==> config.mk <==
export PLATFORM = sky130hd
export DESIGN_NAME = insn_fetch_queue_flat
export DESIGN_NICKNAME = d
export VERILOG_FILES = /design/src/rtl/insn_fetch_queue_pkg.sv /design/src/rtl/insn_fetch_queue_if.sv /design/src/rtl/insn_fetch_queue_sync_fifo.sv /design/src/rtl/insn_fetch_queue.sv /design/src/flat_wrapper.sv
export SDC_FILE = /design/constraint.sdc
export NUM_CORES = 1
export LEC_CHECK = 0
export ABC_CLOCK_PERIOD_IN_PS = 8400
export BUFFER_PORTS_ARGS = -buffer_cell sky130_fd_sc_hd__buf_2
export CAP_MARGIN = 20
export CORE_ASPECT_RATIO = 1.75
export CORE_MARGIN = 8
export CORE_UTILIZATION = 30
export DETAILED_ROUTE_END_ITERATION = 6
export MAX_ROUTING_LAYER = met4
export SLEW_MARGIN = 40
export SYNTH_ARGS = -nofsm -noshare
export SYNTH_HDL_FRONTEND = slang
export SYNTH_SLANG_ARGS = --single-unit
==> constraint.sdc <==
create_clock -name clk -period 8.4 [get_ports clk]
set_input_delay 0.42 -clock clk [delete_from_list [all_inputs] [get_ports clk]]
set_output_delay 0.42 -clock clk [all_outputs]
set_load 0.02 [all_outputs]
==> src/rtl/insn_fetch_queue_pkg.sv <==
// Shared fetch-path types, widths and sizing constants.
package insn_fetch_queue_pkg;

    // Datapath widths shared with the program counter and decode.
    localparam int INSN_ADDR_PATH = 32;
    localparam int INSN_PATH      = 32;

    // Program counter reset vector and sequential increment.
    localparam logic [INSN_ADDR_PATH-1:0] INSN_RESET_VECTOR = 32'h0000_0000;
    localparam logic [INSN_ADDR_PATH-1:0] INSN_PC_INC       = 32'h0000_0004;

    // Fetch queue sizing.
    localparam int FETCH_QUEUE_DEPTH     = 4;
    localparam int FETCH_MAX_OUTSTANDING = 2;

    // Classification of a memory response in the cycle it arrives.
    typedef enum logic [1:0] {
        RSP_NONE,   // nothing returned this cycle
        RSP_KEEP,   // current-epoch word, goes into the instruction FIFO
        RSP_STALE,  // belongs to a flushed fetch stream, dropped
        RSP_ERROR   // nothing was in flight: protocol violation, ignored
    } rsp_kind_e;

    // A new request may issue only if a tag slot is free and every in-flight
    // request, plus this one, is guaranteed a slot in the instruction FIFO.
    function automatic logic fetch_credit(input int count, input int inflight,
                                          input int max_outstnd, input int depth);
        return (inflight < max_outstnd) && ((count + inflight) < depth);
    endfunction

endpackage

==> src/rtl/insn_fetch_queue_if.sv <==
// Handshake bundle between PC, instruction memory, fetch queue and decode.
interface insn_fetch_queue_if
    import insn_fetch_queue_pkg::*;
#(
    parameter int ADDR_WIDTH = INSN_ADDR_PATH,
    parameter int INSN_WIDTH = INSN_PATH
);
    // Program counter side
    logic [ADDR_WIDTH-1:0] pcAddr;
    logic                  pcValid;
    logic                  pcReady;
    logic                  flush;

    // Instruction memory side
    logic                  imemReq;
    logic [ADDR_WIDTH-1:0] imemAddr;
    logic                  imemGnt;
    logic                  imemRspValid;
    logic [INSN_WIDTH-1:0] imemRspData;

    // Decode side
    logic                  insnValid;
    logic [INSN_WIDTH-1:0] insn;
    logic [ADDR_WIDTH-1:0] insnAddr;
    logic                  insnReady;

    // The fetch queue itself.
    modport slave (
        input  pcAddr, pcValid, flush, imemGnt, imemRspValid, imemRspData, insnReady,
        output pcReady, imemReq, imemAddr, insnValid, insn, insnAddr
    );

    // The surrounding pipeline and memory.
    modport master (
        output pcAddr, pcValid, flush, imemGnt, imemRspValid, imemRspData, insnReady,
        input  pcReady, imemReq, imemAddr, insnValid, insn, insnAddr
    );

endinterface

==> src/rtl/insn_fetch_queue_sync_fifo.sv <==
// Single-clock FIFO with flush; push and pop may coincide at any occupancy.
// Reading an empty FIFO returns zero so downstream sees clean outputs.
module sync_fifo #(
    parameter int WIDTH = 8,
    parameter int DEPTH = 4,
    parameter int CNT_W = $clog2(DEPTH) + 1
) (
    input  logic             clk,
    input  logic             rst,
    input  logic             push_i,
    input  logic             pop_i,
    input  logic             flush_i,
    input  logic [WIDTH-1:0] wdata_i,
    output logic [WIDTH-1:0] rdata_o,
    output logic             full_o,
    output logic             empty_o,
    output logic [CNT_W-1:0] count_o
);
    localparam int PTR_W = (DEPTH > 1) ? $clog2(DEPTH) : 1;

    logic [WIDTH-1:0] mem [DEPTH];
    logic [PTR_W-1:0] wr_ptr_q, wr_ptr_d;
    logic [PTR_W-1:0] rd_ptr_q, rd_ptr_d;
    logic [CNT_W-1:0] count_q, count_d;
    logic             do_push;
    logic             do_pop;

    // Explicit wrap so non-power-of-two depths also work.
    function automatic logic [PTR_W-1:0] ptr_inc(input logic [PTR_W-1:0] p);
        return (p == PTR_W'(DEPTH - 1)) ? '0 : p + PTR_W'(1);
    endfunction

    assign full_o  = (count_q == CNT_W'(DEPTH));
    assign empty_o = (count_q == '0);
    assign count_o = count_q;
    assign do_pop  = pop_i && !empty_o;
    // A full FIFO still accepts a push when the head leaves in the same cycle.
    assign do_push = push_i && (!full_o || do_pop);
    assign rdata_o = empty_o ? '0 : mem[rd_ptr_q];

    // Next pointer/occupancy; flush discards everything, including this cycle's push.
    always_comb begin
        wr_ptr_d = wr_ptr_q;
        rd_ptr_d = rd_ptr_q;
        count_d  = count_q;
        if (flush_i) begin
            wr_ptr_d = '0;
            rd_ptr_d = '0;
            count_d  = '0;
        end else begin
            if (do_push) wr_ptr_d = ptr_inc(wr_ptr_q);
            if (do_pop)  rd_ptr_d = ptr_inc(rd_ptr_q);
            case ({do_push, do_pop})
                2'b10:   count_d = count_q + CNT_W'(1);
                2'b01:   count_d = count_q - CNT_W'(1);
                default: count_d = count_q;
            endcase
        end
    end

    // Pointer and occupancy registers.
    always_ff @(posedge clk or negedge rst) begin
        if (!rst) begin
            wr_ptr_q <= '0;
            rd_ptr_q <= '0;
            count_q  <= '0;
        end else begin
            wr_ptr_q <= wr_ptr_d;
            rd_ptr_q <= rd_ptr_d;
            count_q  <= count_d;
        end
    end

    // Storage array; contents need no reset because occupancy gates the read.
    always_ff @(posedge clk) begin
        if (do_push && !flush_i) mem[wr_ptr_q] <= wdata_i;
    end

endmodule

==> src/rtl/insn_fetch_queue.sv <==
// Fetch stage: issues PC addresses to instruction memory, tags each request
// with the current epoch, and queues returned words for decode. A redirect
// flips the epoch so responses to the abandoned stream are recognised and dropped.
module insn_fetch_queue
    import insn_fetch_queue_pkg::*;
#(
    parameter int ADDR_WIDTH  = INSN_ADDR_PATH,
    parameter int INSN_WIDTH  = INSN_PATH,
    parameter int DEPTH       = FETCH_QUEUE_DEPTH,
    parameter int MAX_OUTSTND = FETCH_MAX_OUTSTANDING
) (
    input logic               clk,
    input logic               rst,
    insn_fetch_queue_if.slave bus
);
    localparam int CNT_W     = $clog2(DEPTH) + 1;
    localparam int TAG_CNT_W = $clog2(MAX_OUTSTND) + 1;
    localparam int TAG_W     = ADDR_WIDTH + 1;
    localparam int ENTRY_W   = ADDR_WIDTH + INSN_WIDTH;

    logic                 epoch_q, epoch_d;
    logic [TAG_CNT_W-1:0] inflight_q, inflight_d;

    logic                 credit;
    logic                 imem_req;
    logic                 accept;
    rsp_kind_e            rsp_kind;
    logic                 rsp_pop;

    logic [TAG_W-1:0]     tag_wdata, tag_rdata;
    logic                 tag_full, tag_empty;
    logic [TAG_CNT_W-1:0] tag_count;

    logic                 q_push, q_pop;
    logic [ENTRY_W-1:0]   q_wdata, q_rdata;
    logic                 q_full, q_empty;
    logic [CNT_W-1:0]     q_count;

    // Request side: credit uses start-of-cycle occupancy; nothing issues in reset or on a redirect.
    assign credit   = fetch_credit(int'(q_count), int'(inflight_q), MAX_OUTSTND, DEPTH)
                      && !bus.flush && rst;
    assign imem_req = bus.pcValid && credit;
    assign accept   = imem_req && bus.imemGnt;

    assign bus.imemReq  = imem_req;
    assign bus.imemAddr = bus.pcAddr;
    assign bus.pcReady  = accept;

    // Classify the incoming response against the oldest outstanding tag.
    always_comb begin
        rsp_kind = RSP_NONE;
        if (bus.imemRspValid) begin
            if (inflight_q == '0)
                rsp_kind = RSP_ERROR;
            else if (bus.flush || (tag_rdata[ADDR_WIDTH] != epoch_q))
                rsp_kind = RSP_STALE;
            else
                rsp_kind = RSP_KEEP;
        end
    end

    assign rsp_pop   = (rsp_kind == RSP_KEEP) || (rsp_kind == RSP_STALE);
    assign tag_wdata = {epoch_q, bus.pcAddr};
    assign q_push    = (rsp_kind == RSP_KEEP);
    assign q_wdata   = {tag_rdata[ADDR_WIDTH-1:0], bus.imemRspData};
    // Decode's ready is ignored during a redirect; the FIFO is being cleared anyway.
    assign q_pop     = !q_empty && bus.insnReady && !bus.flush;

    assign bus.insnValid           = !q_empty;
    assign {bus.insnAddr, bus.insn} = q_rdata;

    // Outstanding request count and fetch epoch; a redirect flips the epoch.
    always_comb begin
        epoch_d    = epoch_q ^ bus.flush;
        inflight_d = inflight_q;
        case ({accept, rsp_pop})
            2'b10:   inflight_d = inflight_q + TAG_CNT_W'(1);
            2'b01:   inflight_d = inflight_q - TAG_CNT_W'(1);
            default: inflight_d = inflight_q;
        endcase
    end

    // Epoch and inflight registers.
    always_ff @(posedge clk or negedge rst) begin
        if (!rst) begin
            epoch_q    <= 1'b0;
            inflight_q <= '0;
        end else begin
            epoch_q    <= epoch_d;
            inflight_q <= inflight_d;
        end
    end

    // Tags survive a redirect: in-flight responses must still be matched and discarded.
    sync_fifo #(
        .WIDTH (TAG_W),
        .DEPTH (MAX_OUTSTND),
        .CNT_W (TAG_CNT_W)
    ) u_tag_queue (
        .clk     (clk),
        .rst     (rst),
        .push_i  (accept),
        .pop_i   (rsp_pop),
        .flush_i (1'b0),
        .wdata_i (tag_wdata),
        .rdata_o (tag_rdata),
        .full_o  (tag_full),
        .empty_o (tag_empty),
        .count_o (tag_count)
    );

    sync_fifo #(
        .WIDTH (ENTRY_W),
        .DEPTH (DEPTH),
        .CNT_W (CNT_W)
    ) u_insn_queue (
        .clk     (clk),
        .rst     (rst),
        .push_i  (q_push),
        .pop_i   (q_pop),
        .flush_i (bus.flush),
        .wdata_i (q_wdata),
        .rdata_o (q_rdata),
        .full_o  (q_full),
        .empty_o (q_empty),
        .count_o (q_count)
    );

    a_rsp_needs_inflight: assert property (@(posedge clk) disable iff (!rst)
        bus.imemRspValid |-> (inflight_q != '0));

    a_insn_no_overflow: assert property (@(posedge clk) disable iff (!rst)
        q_push |-> (!q_full || q_pop));

    a_tag_no_overflow: assert property (@(posedge clk) disable iff (!rst)
        accept |-> (!tag_full || rsp_pop));

    a_inflight_tracks_tags: assert property (@(posedge clk) disable iff (!rst)
        (inflight_q == tag_count) && (tag_empty == (inflight_q == '0)));

endmodule

==> src/flat_wrapper.sv <==
// flat-port wrapper written by rule: the top's interface ports become plain ports
module insn_fetch_queue_flat import insn_fetch_queue_pkg::*;
#(
    parameter int ADDR_WIDTH  = INSN_ADDR_PATH,
    parameter int INSN_WIDTH  = INSN_PATH,
    parameter int DEPTH       = FETCH_QUEUE_DEPTH,
    parameter int MAX_OUTSTND = FETCH_MAX_OUTSTANDING
)
  (clk, rst, bus_pcAddr, bus_pcValid, bus_flush, bus_imemGnt, bus_imemRspValid, bus_imemRspData, bus_insnReady, bus_pcReady, bus_imemReq, bus_imemAddr, bus_insnValid, bus_insn, bus_insnAddr);
  insn_fetch_queue_if #(.ADDR_WIDTH(ADDR_WIDTH), .INSN_WIDTH(INSN_WIDTH)) bus_i ();
  input logic clk;
  input logic rst;
  input wire logic [$bits(bus_i.pcAddr)-1:0] bus_pcAddr;
  input wire logic [$bits(bus_i.pcValid)-1:0] bus_pcValid;
  input wire logic [$bits(bus_i.flush)-1:0] bus_flush;
  input wire logic [$bits(bus_i.imemGnt)-1:0] bus_imemGnt;
  input wire logic [$bits(bus_i.imemRspValid)-1:0] bus_imemRspValid;
  input wire logic [$bits(bus_i.imemRspData)-1:0] bus_imemRspData;
  input wire logic [$bits(bus_i.insnReady)-1:0] bus_insnReady;
  output wire logic [$bits(bus_i.pcReady)-1:0] bus_pcReady;
  output wire logic [$bits(bus_i.imemReq)-1:0] bus_imemReq;
  output wire logic [$bits(bus_i.imemAddr)-1:0] bus_imemAddr;
  output wire logic [$bits(bus_i.insnValid)-1:0] bus_insnValid;
  output wire logic [$bits(bus_i.insn)-1:0] bus_insn;
  output wire logic [$bits(bus_i.insnAddr)-1:0] bus_insnAddr;
  assign bus_i.pcAddr = bus_pcAddr;
  assign bus_i.pcValid = bus_pcValid;
  assign bus_i.flush = bus_flush;
  assign bus_i.imemGnt = bus_imemGnt;
  assign bus_i.imemRspValid = bus_imemRspValid;
  assign bus_i.imemRspData = bus_imemRspData;
  assign bus_i.insnReady = bus_insnReady;
  assign bus_pcReady = bus_i.pcReady;
  assign bus_imemReq = bus_i.imemReq;
  assign bus_imemAddr = bus_i.imemAddr;
  assign bus_insnValid = bus_i.insnValid;
  assign bus_insn = bus_i.insn;
  assign bus_insnAddr = bus_i.insnAddr;
  insn_fetch_queue #(.ADDR_WIDTH(ADDR_WIDTH), .INSN_WIDTH(INSN_WIDTH), .DEPTH(DEPTH), .MAX_OUTSTND(MAX_OUTSTND)) u_core (.clk(clk), .rst(rst), .bus(bus_i));
endmodule
==> results.md <==
* Crit path time final at ~3.4 ns
* Detailed-placement wirelength estimate at roughly 19,000 um
* CP required at 7.98 ns
* Clock sinks at 336
* Hold Violations, Final at 0
* Cells after Synth at slightly below 700
* Routed vias/inst at 4.44
* Main synth FF type: edfxtp_1
* GRT Overall Usage at about 11%
* Max clock buf depth at 3
* # port buffers at 169
* Via count at 6,329
* DRT iter0 DRCs at between 200 and 300
* Hold WC Path Type: in2reg
* Die W at around 180 um
* WHS Endpoint: u_core.u_tag_queue.mem[1][18]$_DFFE_PP_
* Worst reg2reg endpoint: u_core.u_insn_queue.mem[2][15]$_DFFE_PP_
* GP Congestion at just over 0.7
* Hold Buf Count CTS at 1
* CP Max Fanout at 40
* CTS tree: built
* Total grt overflow at 0
* Top-area cell type share of the netlist area at just over 70%
* Worst-case reg-to-reg path depth at 7
* Synth warnings at 0
* Area Overhead vs Synth at 16.8%
* Initial core utilization at 30.2%
* CTS root buffer: clkbuf_16
* Reported leakage power at about 0.0054 uW
* # setup viols final at 0
* Sequential fraction of the synthesis area at between 70% and 80%
* Ranking of synthesized cells by area: edfxtp_1, mux4_2, and2_1
* Hold-critical path depth at 1
* Status: complete, no violations
* First-pass GRT wire length at about 42,000 um
* CP arrival at 2.95 ns
* # IOs at 170
* Initial antenna violation count at 3
* Synthesized cell area at 13,300 um2
* Final WL at about 28,000 um
* Worst skew pair latency at roughly 0.56 ns
* Vias in the first global route at just under 7,000
* Avg Cell Area, Syn at roughly 19 um2
* Largest net degree at the start of global routing at 69
* VDD IR max at about 180 uV
* Critical Path Max Stage Delay at between 0.7 and 0.8 ns
* Nets at between 900 and 1,000
* Yosys cell types at 41
* HP Start: bus_pcAddr[18]
* Cts bufs inserted at 28
* Share of layout cells above drive strength 1 at between 30% and 40%
* H-tree Lvls at 1
* Final setup TNS at 0 ns
* CP Capture Type: output pin
* Clk_skew at roughly 0.019 ns
* Most frequent cell after synthesis: edfxtp_1
* RSZ-0062 raised after global routing: no
* Max-Cap Viols at 0
* RR Startpoint: u_core.u_tag_queue.rd_ptr_q$_DFFE_PN0P_
* Setup Crit Path Kind: reg2out
* Number of synthesized flops with an enable pin at 322
* CP bufs+invs at 2
* CTS resizes at 0
* Worst-Margin Slew at roughly 0.75 ns
* Detailed Routing Iterations Pass 1 at 4
* CP max stage cell: dfrtp_4
* Row count at ~100
* DRT antenna net count at 0
* Hold_ws at 0.0658 ns
* Max-slew violations at 0
* Total core area at about 44,000 um2
* Cells along the critical path: buf_6 > mux4_2 > and2_1 > buf_2
* Rel. slew slack at 49.7%
* Die Area at between 50,000 and 60,000 um2
* FMAX at around 300 MHz
* Die height at a little under 300 um
* FFs w/ async S/R, synth at between 4 and 5%
* DRC at 0
* Synth top cells by count: edfxtp_1, and2_1, mux4_2
* Most area-hungry cell type in the Yosys netlist: edfxtp_1
* Yosys reg bits at 336
* Postcts setup bufs at 0
* Mean routed wirelength per cell at around 20 um
* Period utilization at 40.2%
* Reg clk slew, reported paths at roughly 0.070 ns
* Post-Syn Nets at 761
* Pwr per Cell Area at ~300 nW/um2
* Top delay family on crit path: flip-flops
* Reg2Reg Setup Slack at ~5.2 ns
* Worst Setup Start Kind: register
==> placed cells by master, fill, tap and decap left out, drive strengths merged <==
cell	instances
dlygate4sd3	1
nor4b	1
a31oi	3
nand4b	1
or3	2
buf	179
or2	2
or4	1
xor2	4
ha	7
nand2	6
nand3	3
mux4	64
fa	1
a21oi	4
xnor2	4
clkbuf	38
a211oi	1
clkinv	12
dfrtp	14
mux2	4
o211ai	1
and3	1
inv	12
o31ai	1
edfxtp	322
nand4	1
nor2b	2
and2	65
a22oi	1
nor3	4
diode	2
o21ai	2
and4	1
mux2i	34
nor2	51
==> kinds of logic (layout without fill, tap and decap cells) <==
family | after synthesis | count (layout) | share of synthesized area, %
buffers and inverters | 74 | 242 | 3.12
AND/OR/NAND/NOR | 141 | 141 | 5.60
adder cells (fa/ha/maj) | 8 | 8 | 0.810
XOR/XNOR | 8 | 8 | 0.527
AO/OA/AOI/OAI | 13 | 13 | 0.716
other | 0 | 2 | 0
flip-flops | 336 | 336 | 75.4
multiplexers | 102 | 102 | 13.8
==> sequential cells by signal (all words and copies together) (netlist names) <==
register / flops
u_core.epoch_q: 1
u_core.inflight_q: 2
u_core.u_insn_queue.count_o: 3
u_core.u_insn_queue.mem: 256
u_core.u_insn_queue.rd_ptr_q: 2
u_core.u_insn_queue.wr_ptr_q: 2
u_core.u_tag_queue.count_o: 2
u_core.u_tag_queue.mem: 66
u_core.u_tag_queue.rd_ptr_q: 1
u_core.u_tag_queue.wr_ptr_q: 1
==> per-layer routing <==
layer  GRT usage, %  up-vias  wire length (um)
met5              -        -                 0
met4           4.29        0               773
met3           1.42       41              1140
met2           20.2      174             15700
met1           11.7     3197             10300
li1               -     2917                 -
==> cell type report <==
| type | count | area (um2) |
|---|---|---|
| diodes | 2 | 5.00 |
| well taps | 572 | 716 |
| clock buffers | 37 | 734 |
| flip-flops and latches | 336 | 10000 |
| fillers | 4116 | 28500 |
| repair buffers | 181 | 1010 |
| clock inverters | 12 | 67.6 |
| inverters | 12 | 45.0 |
| multi-input cells | 272 | 2910 |
==> worst max path at each step <==
stage          cells after the start  slack [ns]                                       end                                        start
2_1_floorplan                      5        3.94   u_core.u_insn_queue.mem[0][0]$_DFFE_PP_      u_core.u_tag_queue.rd_ptr_q$_DFFE_PN0P_
3_3_place_gp                       6        4.67  u_core.u_insn_queue.mem[3][12]$_DFFE_PP_      u_core.u_tag_queue.rd_ptr_q$_DFFE_PN0P_
3_5_place_dp                       6        4.83  u_core.u_insn_queue.mem[2][12]$_DFFE_PP_      u_core.u_tag_queue.rd_ptr_q$_DFFE_PN0P_
4_1_cts                            6        4.81  u_core.u_insn_queue.mem[2][12]$_DFFE_PP_      u_core.u_tag_queue.rd_ptr_q$_DFFE_PN0P_
5_1_grt                            4        4.82                               bus_insn[8]  u_core.u_insn_queue.rd_ptr_q[0]$_DFFE_PN0P_
6_report                           4        5.03                               bus_insn[8]  u_core.u_insn_queue.rd_ptr_q[0]$_DFFE_PN0P_
==> through the flow <==
stage | util [%] | worst slack (ns) | instance area, um2 | std cells | power, uW
global placement | 33.1 | 4.67 | 14600 | 1367 | 3440
CTS | 35.1 | 4.81 | 15500 | 1420 | 4640
global route | 35.2 | 4.82 | 15500 | 1424 | 4780
floorplan | - | 3.94 | 13300 | 682 | 3000
detailed placement | 33.3 | 4.83 | 14600 | 1370 | 3460
finish | 35.2 | 5.03 | 15500 | 1424 | 4540
==> power breakdown <==
group,leakage [uW],internal [uW],switching (uW),total (uW)
Combinational,0.00187,518,778,1300
Sequential,0.00311,1990,84.7,2080
Clock,0.000392,613,553,1170
==> worst register-to-register path, stage by stage, from the launching register on <==
cell	delay [ns]
dfrtp_2	0.34
buf_4	0.46
mux2_4	0.38
a211oi_4	0.29
o21ai_2	0.23
nor2_4	0.36
buf_16	0.22
buf_4	0.55
Note: power is estimated with default switching activity, not from simulation.
